===== src/rtl/pe_pkg.sv =====
// Shared types, default widths and the saturating adder for the PE array.
package pe_pkg;

  localparam int unsigned A_W_DEF   = 8;
  localparam int unsigned W_W_DEF   = 8;
  localparam int unsigned ACC_W_DEF = 32;
  localparam int unsigned SKIP_W    = 16;
  localparam int unsigned SAT_MAX_W = 64;

  // Per-PE control word driven by the array controller
  typedef struct packed {
    logic en;
    logic clr;
    logic w_load;
    logic w_swap;
  } pe_ctrl_t;

  // Adder result: overflow indication plus the width-adjusted sum
  typedef struct packed {
    logic                        ovf;
    logic signed [SAT_MAX_W-1:0] sum;
  } sat_res_t;

  // Add two w-bit signed values (sign-extended to SAT_MAX_W) at w+1 bits;
  // clamp to the signed w-bit range when sat is set, otherwise wrap.
  function automatic sat_res_t sat_add(
    input logic signed [SAT_MAX_W-1:0] a,
    input logic signed [SAT_MAX_W-1:0] b,
    input int unsigned                 w,
    input logic                        sat
  );
    logic signed [SAT_MAX_W:0] s;
    logic signed [SAT_MAX_W:0] hi;
    logic signed [SAT_MAX_W:0] lo;
    logic signed [SAT_MAX_W:0] wrap;
    int unsigned               sh;
    sat_res_t                  r;
    s    = (SAT_MAX_W+1)'(a) + (SAT_MAX_W+1)'(b);
    hi   = ((SAT_MAX_W+1)'(1) <<< (w - 1)) - (SAT_MAX_W+1)'(1);
    lo   = ~hi;
    sh   = SAT_MAX_W + 1 - w;
    wrap = (s <<< sh) >>> sh;
    r.ovf = (s > hi) || (s < lo);
    if (sat && (s > hi)) begin
      r.sum = SAT_MAX_W'(hi);
    end else if (sat && (s < lo)) begin
      r.sum = SAT_MAX_W'(lo);
    end else begin
      r.sum = SAT_MAX_W'(wrap);
    end
    return r;
  endfunction

endpackage


===== src/rtl/pe_ws_db_wbuf.sv =====
// Double-buffered weight store: shadow register, active weight, swap error.
module pe_wbuf
  import pe_pkg::*;
#(
  parameter int unsigned W_W = W_W_DEF
) (
  input  logic           clk,
  input  logic           rst,
  input  logic [W_W-1:0] w_in,
  input  logic           w_load,
  input  logic           w_swap,
  output logic [W_W-1:0] w_act,
  output logic           shadow_vld,
  output logic           swap_err
);

  logic [W_W-1:0] w_shadow;

  // Load into shadow, promote on swap; a swap with an empty shadow is an error
  always_ff @(posedge clk) begin
    if (rst) begin
      w_act      <= '0;
      w_shadow   <= '0;
      shadow_vld <= 1'b0;
      swap_err   <= 1'b0;
    end else begin
      if (w_swap && shadow_vld) begin
        w_act <= w_shadow;
      end
      if (w_swap && !shadow_vld) begin
        swap_err <= 1'b1;
      end
      if (w_load) begin
        w_shadow   <= w_in;
        shadow_vld <= 1'b1;
      end else if (w_swap) begin
        shadow_vld <= 1'b0;
      end
    end
  end

endmodule


===== src/rtl/pe_ws_db.sv =====
// Weight-stationary PE with double-buffered weights and saturating MAC.
// Optional build macro PE_ZERO_SKIP_EN gates the accumulator on zero
// operands and adds the skip_cnt output.
module pe_ws_db
  import pe_pkg::*;
#(
  parameter int unsigned A_W   = A_W_DEF,
  parameter int unsigned W_W   = W_W_DEF,
  parameter int unsigned ACC_W = ACC_W_DEF,
  parameter int unsigned PIPE  = 1,
  parameter int unsigned SAT   = 1
) (
  input  logic             clk,
  input  logic             rst,
  input  logic [A_W-1:0]   a_in,
  input  logic             a_vld_in,
  output logic [A_W-1:0]   a_out,
  output logic             a_vld_out,
  input  logic [W_W-1:0]   w_in,
  input  logic             w_load,
  input  logic             w_swap,
  input  logic             en,
  input  logic             clr,
  output logic [ACC_W-1:0] acc,
  output logic             shadow_vld,
  output logic             sat_flag,
  output logic             swap_err
`ifdef PE_ZERO_SKIP_EN
  ,
  output logic [SKIP_W-1:0] skip_cnt
`endif
);

  localparam int unsigned PROD_W = A_W + W_W;

  logic [W_W-1:0]              w_act;
  logic                        mac;
  logic                        acc_upd;
  logic signed [PROD_W-1:0]    prod;
  logic signed [SAT_MAX_W-1:0] base_x;
  logic signed [SAT_MAX_W-1:0] prod_x;
  sat_res_t                    add_r;
  logic                        unused_sum_hi;

  pe_wbuf #(.W_W(W_W)) u_wbuf (
    .clk        (clk),
    .rst        (rst),
    .w_in       (w_in),
    .w_load     (w_load),
    .w_swap     (w_swap),
    .w_act      (w_act),
    .shadow_vld (shadow_vld),
    .swap_err   (swap_err)
  );

`ifdef PE_ZERO_SKIP_EN
  logic skip;
  // A zero operand contributes nothing, so the accumulator write is skipped
  always_comb begin
    skip = mac & ~clr & ((a_in == '0) | (w_act == '0));
  end
`endif

  // Product and sum; clr restarts the sum from zero
  always_comb begin
    mac     = en & a_vld_in;
`ifdef PE_ZERO_SKIP_EN
    acc_upd = mac & ~skip;
`else
    acc_upd = mac;
`endif
    prod    = PROD_W'($signed(a_in)) * PROD_W'($signed(w_act));
    base_x  = clr ? '0 : SAT_MAX_W'($signed(acc));
    prod_x  = SAT_MAX_W'(prod);
    add_r   = sat_add(base_x, prod_x, ACC_W, SAT != 0);
  end

  assign unused_sum_hi = ^add_r.sum[SAT_MAX_W-1:ACC_W];

  // Accumulator and sticky overflow flag
  always_ff @(posedge clk) begin
    if (rst) begin
      acc      <= '0;
      sat_flag <= 1'b0;
    end else if (clr) begin
      if (mac) begin
        acc      <= add_r.sum[ACC_W-1:0];
        sat_flag <= add_r.ovf;
      end else begin
        acc      <= '0;
        sat_flag <= 1'b0;
      end
    end else if (acc_upd) begin
      acc      <= add_r.sum[ACC_W-1:0];
      sat_flag <= sat_flag | add_r.ovf;
    end
  end

`ifdef PE_ZERO_SKIP_EN
  // Saturating count of gated-off MACs since the last clear
  always_ff @(posedge clk) begin
    if (rst || clr) begin
      skip_cnt <= '0;
    end else if (skip && (skip_cnt != '1)) begin
      skip_cnt <= skip_cnt + SKIP_W'(1);
    end
  end
`endif

  generate
    if (PIPE != 0) begin : g_fwd_reg
      // Registered activation forward to the right neighbour
      always_ff @(posedge clk) begin
        if (rst) begin
          a_out     <= '0;
          a_vld_out <= 1'b0;
        end else begin
          a_out     <= a_in;
          a_vld_out <= a_vld_in;
        end
      end
    end else begin : g_fwd_comb
      // Combinational activation forward
      always_comb begin
        a_out     = a_in;
        a_vld_out = a_vld_in;
      end
    end
  endgenerate

endmodule


===== config.mk =====
export PLATFORM = sky130hd
export DESIGN_NAME = pe_ws_db
export DESIGN_NICKNAME = d
export VERILOG_FILES = /design/src/rtl/pe_pkg.sv /design/src/rtl/pe_ws_db_wbuf.sv /design/src/rtl/pe_ws_db.sv
export SDC_FILE = /design/constraint.sdc
export NUM_CORES = 1
export LEC_CHECK = 0
export CORE_ASPECT_RATIO = 0.5
export CORE_MARGIN = 2
export CORE_UTILIZATION = 50
export DETAILED_ROUTE_END_ITERATION = 8
export HOLD_SLACK_MARGIN = 0.1
export PLACE_DENSITY = 0.7
export REMOVE_ABC_BUFFERS = 1
export SLEW_MARGIN = 10
export SYNTH_ARGS = -nofsm -noshare
export SYNTH_HDL_FRONTEND = slang
export SYNTH_SLANG_ARGS = --single-unit

===== constraint.sdc =====
create_clock -name clk -period 10.5 [get_ports clk]
set_input_delay 2.1 -clock clk [delete_from_list [all_inputs] [get_ports clk]]
set_output_delay 2.1 -clock clk [all_outputs]
set_load 0.1 [all_outputs]

# == Word-level counts from Yosys, hierarchy flattened ==
# Index checks and enable logic that the tools add are counted.
# totals
register_bits,60
in_bits,23
output_inout_bits,44
word_cells,31
# classes
addsub,1
mul,1
n_lt_le_gt_ge,2
mux,11
n_bitwise,2
n_reduce_logical,6
# ops
cell,count
two-way mux 32 bit,5
adder 64 x 16 -> 65 bit,1
> comparator 65 x 32 -> 1 bit (second input constant),1
less-than comparator 65 x 32 -> 1 bit (second input constant),1
two-way mux 64 bit,1
multiplier 8 x 8 -> 16 bit,1
two-way mux 1 bit,5
nonzero test 2 bit,2
logical AND 1 bit,2
AND 1 bit,1
zero test 1 bit,1
logical OR 1 bit,1
bitwise OR 1 bit,1

# == Depth between registers and ports, before layout ==
# logic_depth
depth_word,7
depth_mapped,24
ltp_nobuf,22

# == Cells and area by module ==
# Synthesis repeated with hierarchy kept, for this count alone.
# hier_totals
cells_unflattened,897
area_unflattened_um2,8798.4
# modules_own_cells
mod,instances,cells_per_inst,area_per_inst_um2,seq_area_each_um2
pe_ws_db,1,826,8070.2,840.8
pe_wbuf,1,71,728.2,360.3

# == Worst setup path before layout ==
# OpenSTA, ideal clock, no wires.
# synth_path
kind,input-to-reg
from,input a_in[7]
to,register acc[5]
setup_time_ns,0.154
arrival_time_ns,8.764
required_time_ns,10.346
slack_ns,1.582
stages,21
path_buffers,2
path_cell_list,clkbuf_1 > and2_1 > inv_1 > fa_1 > inv_1 > fa_1 > fa_1 > fa_1 > fa_1 > ha_1 > o21ai_0 > or2_2 > o21ai_2 > o21ai_1 > a2111oi_2 > o211ai_1 > nor4b_1 > nand3_1 > a21oi_4 > buf_6 > a221oi_1
# synth_between
elab_chain_cells,7
elab_cells_between_ends,9
cone_classes,add/sub: 1; mul: 1; order compare: 2; mux: 5
# synth_lines
item,line,text
from (decl),pe_ws_db.sv:15,"input logic [A_W-1:0] a_in,"
multiplier 8 x 8 -> 16 bit (*),pe_ws_db.sv:72,prod = PROD_W'($signed(a_in)) * PROD_W'($signed(w_act));
adder 64 x 16 -> 65 bit (*),pe_pkg.sv:38,s = (SAT_MAX_W+1)'(a) + (SAT_MAX_W+1)'(b);
less-than comparator 65 x 32 -> 1 bit,pe_pkg.sv:46,end else if (sat && (s < lo)) begin
two-way mux 32 bit,pe_pkg.sv:46,
two-way mux 32 bit (*),pe_pkg.sv:44,if (sat && (s > hi)) begin
two-way mux 32 bit (on tied branches),"pe_ws_db.sv:93, pe_ws_db.sv:86",
two-way mux 32 bit (*),pe_ws_db.sv:85,end else if (clr) begin
to (signal assigned),pe_ws_db.sv:87,acc <= add_r.sum[ACC_W-1:0];
to (signal assigned),pe_ws_db.sv:94,acc <= add_r.sum[ACC_W-1:0];
to (decl),pe_ws_db.sv:24,"output logic [ACC_W-1:0] acc,"
# Mark *: on every way between the ends. The rest lies on a longest branch, timed or not. The select of a mux whose other input is x is not followed.
# A chain may end at the register's enable or synchronous reset.

# == Worst setup path after layout ==
# layout_path
from,input a_in[7]
to,register acc[7]
# The elaborated chain is that of the path after synthesis.

==> results.md <==
* Commonest cells after routing, fill and taps aside: fa_1, inv_1, nand2_1, ha_1, a21oi_1
* DP Wirelength at approximately 16000 um
* Main synth FF type: dfxtp_1
* Critical path class: input port to flip-flop
* Reg2Reg Depth at 21
* Core area at approximately 17000 um2
* Die area at between 15000 and 20000 um2
* 1st-pass router iterations at 5
* Clk_lat worst skew at between 300 and 400 ps
* Clk slew on worst S/H paths at around 60 ps
* Reg2Reg Setup Slack at about 3200 ps
* Finished layout cell area at ~9800 um2
* Hold Buf Count CTS at 0
* Placer Congestion at 0.930
* Initial drt markers at around 360
* Inst Count DP at ~1.2k
* FF+latch count, synth at 60
* Max-slew violation count at 0
* Gr ovfl total at 0
* Endpoints failing setup at 0
* Worst R2R Start: u_wbuf.w_act[0]
* Synth Warn # at 0
* Commonest non-fill, non-tap cell in the layout: fa_1
* Final ANT Viol Nets at 0
* Skew final at ~9.4 ps
* DR vias/cell at 5.53
* Drt wl/cell at about 18 um
* Row count at 33
* Die H at approximately 97 um
* Area Growth Syn to Fin at 14.2%
* Reg-to-reg endpoint: acc[7]
* Final worst path period share at between 80% and 90%
* Worst setup path start: a_in[7]
* Non-Filler Instances at around 1.2k
* Initial Util at between 50% and 60%
* Hold_sp: sat_flag
* Number of global-route vias before repair at 6808
* Critical path endpoint category: flip-flop
* # diodes at 0
* Mapped cell area at ~8600 um2
* Cells resized by post-CTS repair at 0
* Ys async rst share at 0%
* Final hold violation count at 0
* MaxCap Viol Count at 0
* Run status: complete, no violations
* CTS tree: yes
* WP data arrival at roughly 9400 ps
* Post-CTS setup buffer count at 0
* Initial antenna violation count at 0
* Max rail drop VDD at about 0.085 mV
* Total Routing Usage GR at roughly 24%
* Largest net degree at the start of global routing at 61
* First-pass GRT wire length at roughly 36000 um
* Slew HR at 33.4%
* Clock sinks at 60
* Area post-placement at approximately 9500 um2
* Share of post-route cells with drive strength above 1 at slightly below 7%
* Cell variety after synth at 63
* Port buffer count at between 60 and 70
* Period minus WS final at 9110 ps
* Post-synth EDFFs at 0
* Seq/Total Area, Yosys at ~14%
* Fin Setup TNS at 0 ps
* Power, Total at 0.000940 W
* Die Wd at 189 um
* Ports at 67
* TritonCTS buffer count at 9
* Total leakage power at ~4.7 nW
* Clk root buf: clkbuf_16
* WP data required at around 11000 ps
* Hold WC Path Type: flip-flop to flip-flop
* H-tree levels at 3
* Post-Route WL at 21000 um
* Max clock buf depth at 2
* Via count of the routed design at 6563
* Syn_area_per_cell at 9.55 um2
* DRC Markers at 0
* Startpoint class of the critical path: input port
* Fmax at approximately 110 MHz
* Hold Path Stages at 2
* Crit-path max FO at 16
* Post-synthesis cell count at roughly 900
* Unrepaired setup endpoints after global routing: no
* Hold Path End: sat_flag
* Measured slew at the worst slew-check pin at 996 ps
* Pwr dens at 95.9 nW/um2
* Fin nets at 1198
==> flip-flops by register name, indices dropped and copies added, names as in the netlist <==
name and cells:
a_out 8, a_vld_out 1, acc 32, sat_flag 1
u_wbuf.shadow_vld 1, u_wbuf.swap_err 1, u_wbuf.w_act 8, u_wbuf.w_shadow 8
==> cells in the mapped netlist (all sizes together) (3+ instances only) <==
cell,n,area share (%)
a221oi,9,1.5
buf,9,1.0
inv,102,4.5
clkbuf,27,1.2
o21a,6,0.52
a211o,4,0.41
xnor2,20,2.0
o21ai,21,1.3
and2,34,2.5
mux2i,9,1.0
a21oi,71,4.3
a31oi,7,0.51
a211oi,24,2.6
o2111ai,3,0.31
nor3,5,0.29
dfxtp,60,14
nor2,34,1.5
o31ai,3,0.38
fa,142,33
nor2b,42,3.1
a21o,6,0.52
nand4,6,0.44
nand2b,14,1.0
nand3,16,0.93
ha,79,12
nor4,3,0.22
o211ai,6,0.69
and3,7,0.52
xor2,7,0.89
nand2,97,4.2
or3,3,0.28
==> report_power, final <==
group | leakage (nW) | switching [W] | internal [W]
Sequential | 0.494 | 0.00000890 | 0.000242
Combinational | 4.09 | 0.000220 | 0.000108
Clock | 0.162 | 0.000129 | 0.000233
==> worst max-delay path, cell delays in order <==
cell and delay (ps):
clkdlybuf4s50_1 530, nand2_1 220, inv_1 80, fa_1 400, buf_4 280, inv_1 460, fa_1 540, fa_1 560
fa_1 610, inv_1 80, ha_1 340, ha_1 380, nand2_1 120, o21ai_0 150, nor4_1 480, and3_1 260
nand2_1 60, o211a_1 210, nand4b_2 240, o32ai_4 600, buf_4 320, o211ai_4 90, a221oi_2 240
==> worst max-delay path by stage <==
stage          endpoint  slack (ps)  cells past startpoint
6_report         acc[7]        1390                     23
3_5_place_dp    acc[10]        1010                     24
5_1_grt         acc[10]         820                     24
4_1_cts          acc[5]        1360                     23
2_1_floorplan    acc[5]        1510                     19
3_3_place_gp     acc[7]        1150                     22
==> through the flow <==
step | utilization [%] | hold WS, ps | setup WS, ps
6_report | 59.0 | 465 | 1390
5_1_grt | 59.0 | 507 | 816
4_1_cts | 59.0 | 469 | 1360
3_5_place_dp | 57.0 | 457 | 1010
3_3_place_gp | 57.0 | 452 | 1150
2_1_floorplan | - | 437 | 1510
==> per-layer routing <==
metal / routed length (um) / up-vias / track usage (%)
li1: - / 3119 / -
met3: 871 / 28 / 3.99
met2: 9510 / 152 / 37.8
met5: 0 / - / 0
met1: 10200 / 3264 / 35.6
met4: 421 / 0 / 6.56
==> area by class of cell <==
cell class	count	area, um2
multi-input cells	701	6810
clock inverters	7	123
flip-flops and latches	60	1200
clock buffers	9	225
well taps	227	284
repair buffers	80	773
inverters	102	383
fillers	1477	6800
==> logic make-up (layout without fill, tap and decap cells) <==
kind of cell	Yosys count	count (layout)	share of synthesized area (%)
muxes	10	10	1.18
DFF	60	60	14.0
and+or+nand+nor	268	268	15.7
xor gates and xnor gates	27	27	2.93
AOI/OAI and AO/OA	175	175	14.9
buffers and inverters	138	198	6.68
adders and majority gates	221	221	44.6
(Power assumes the default switching activity.)
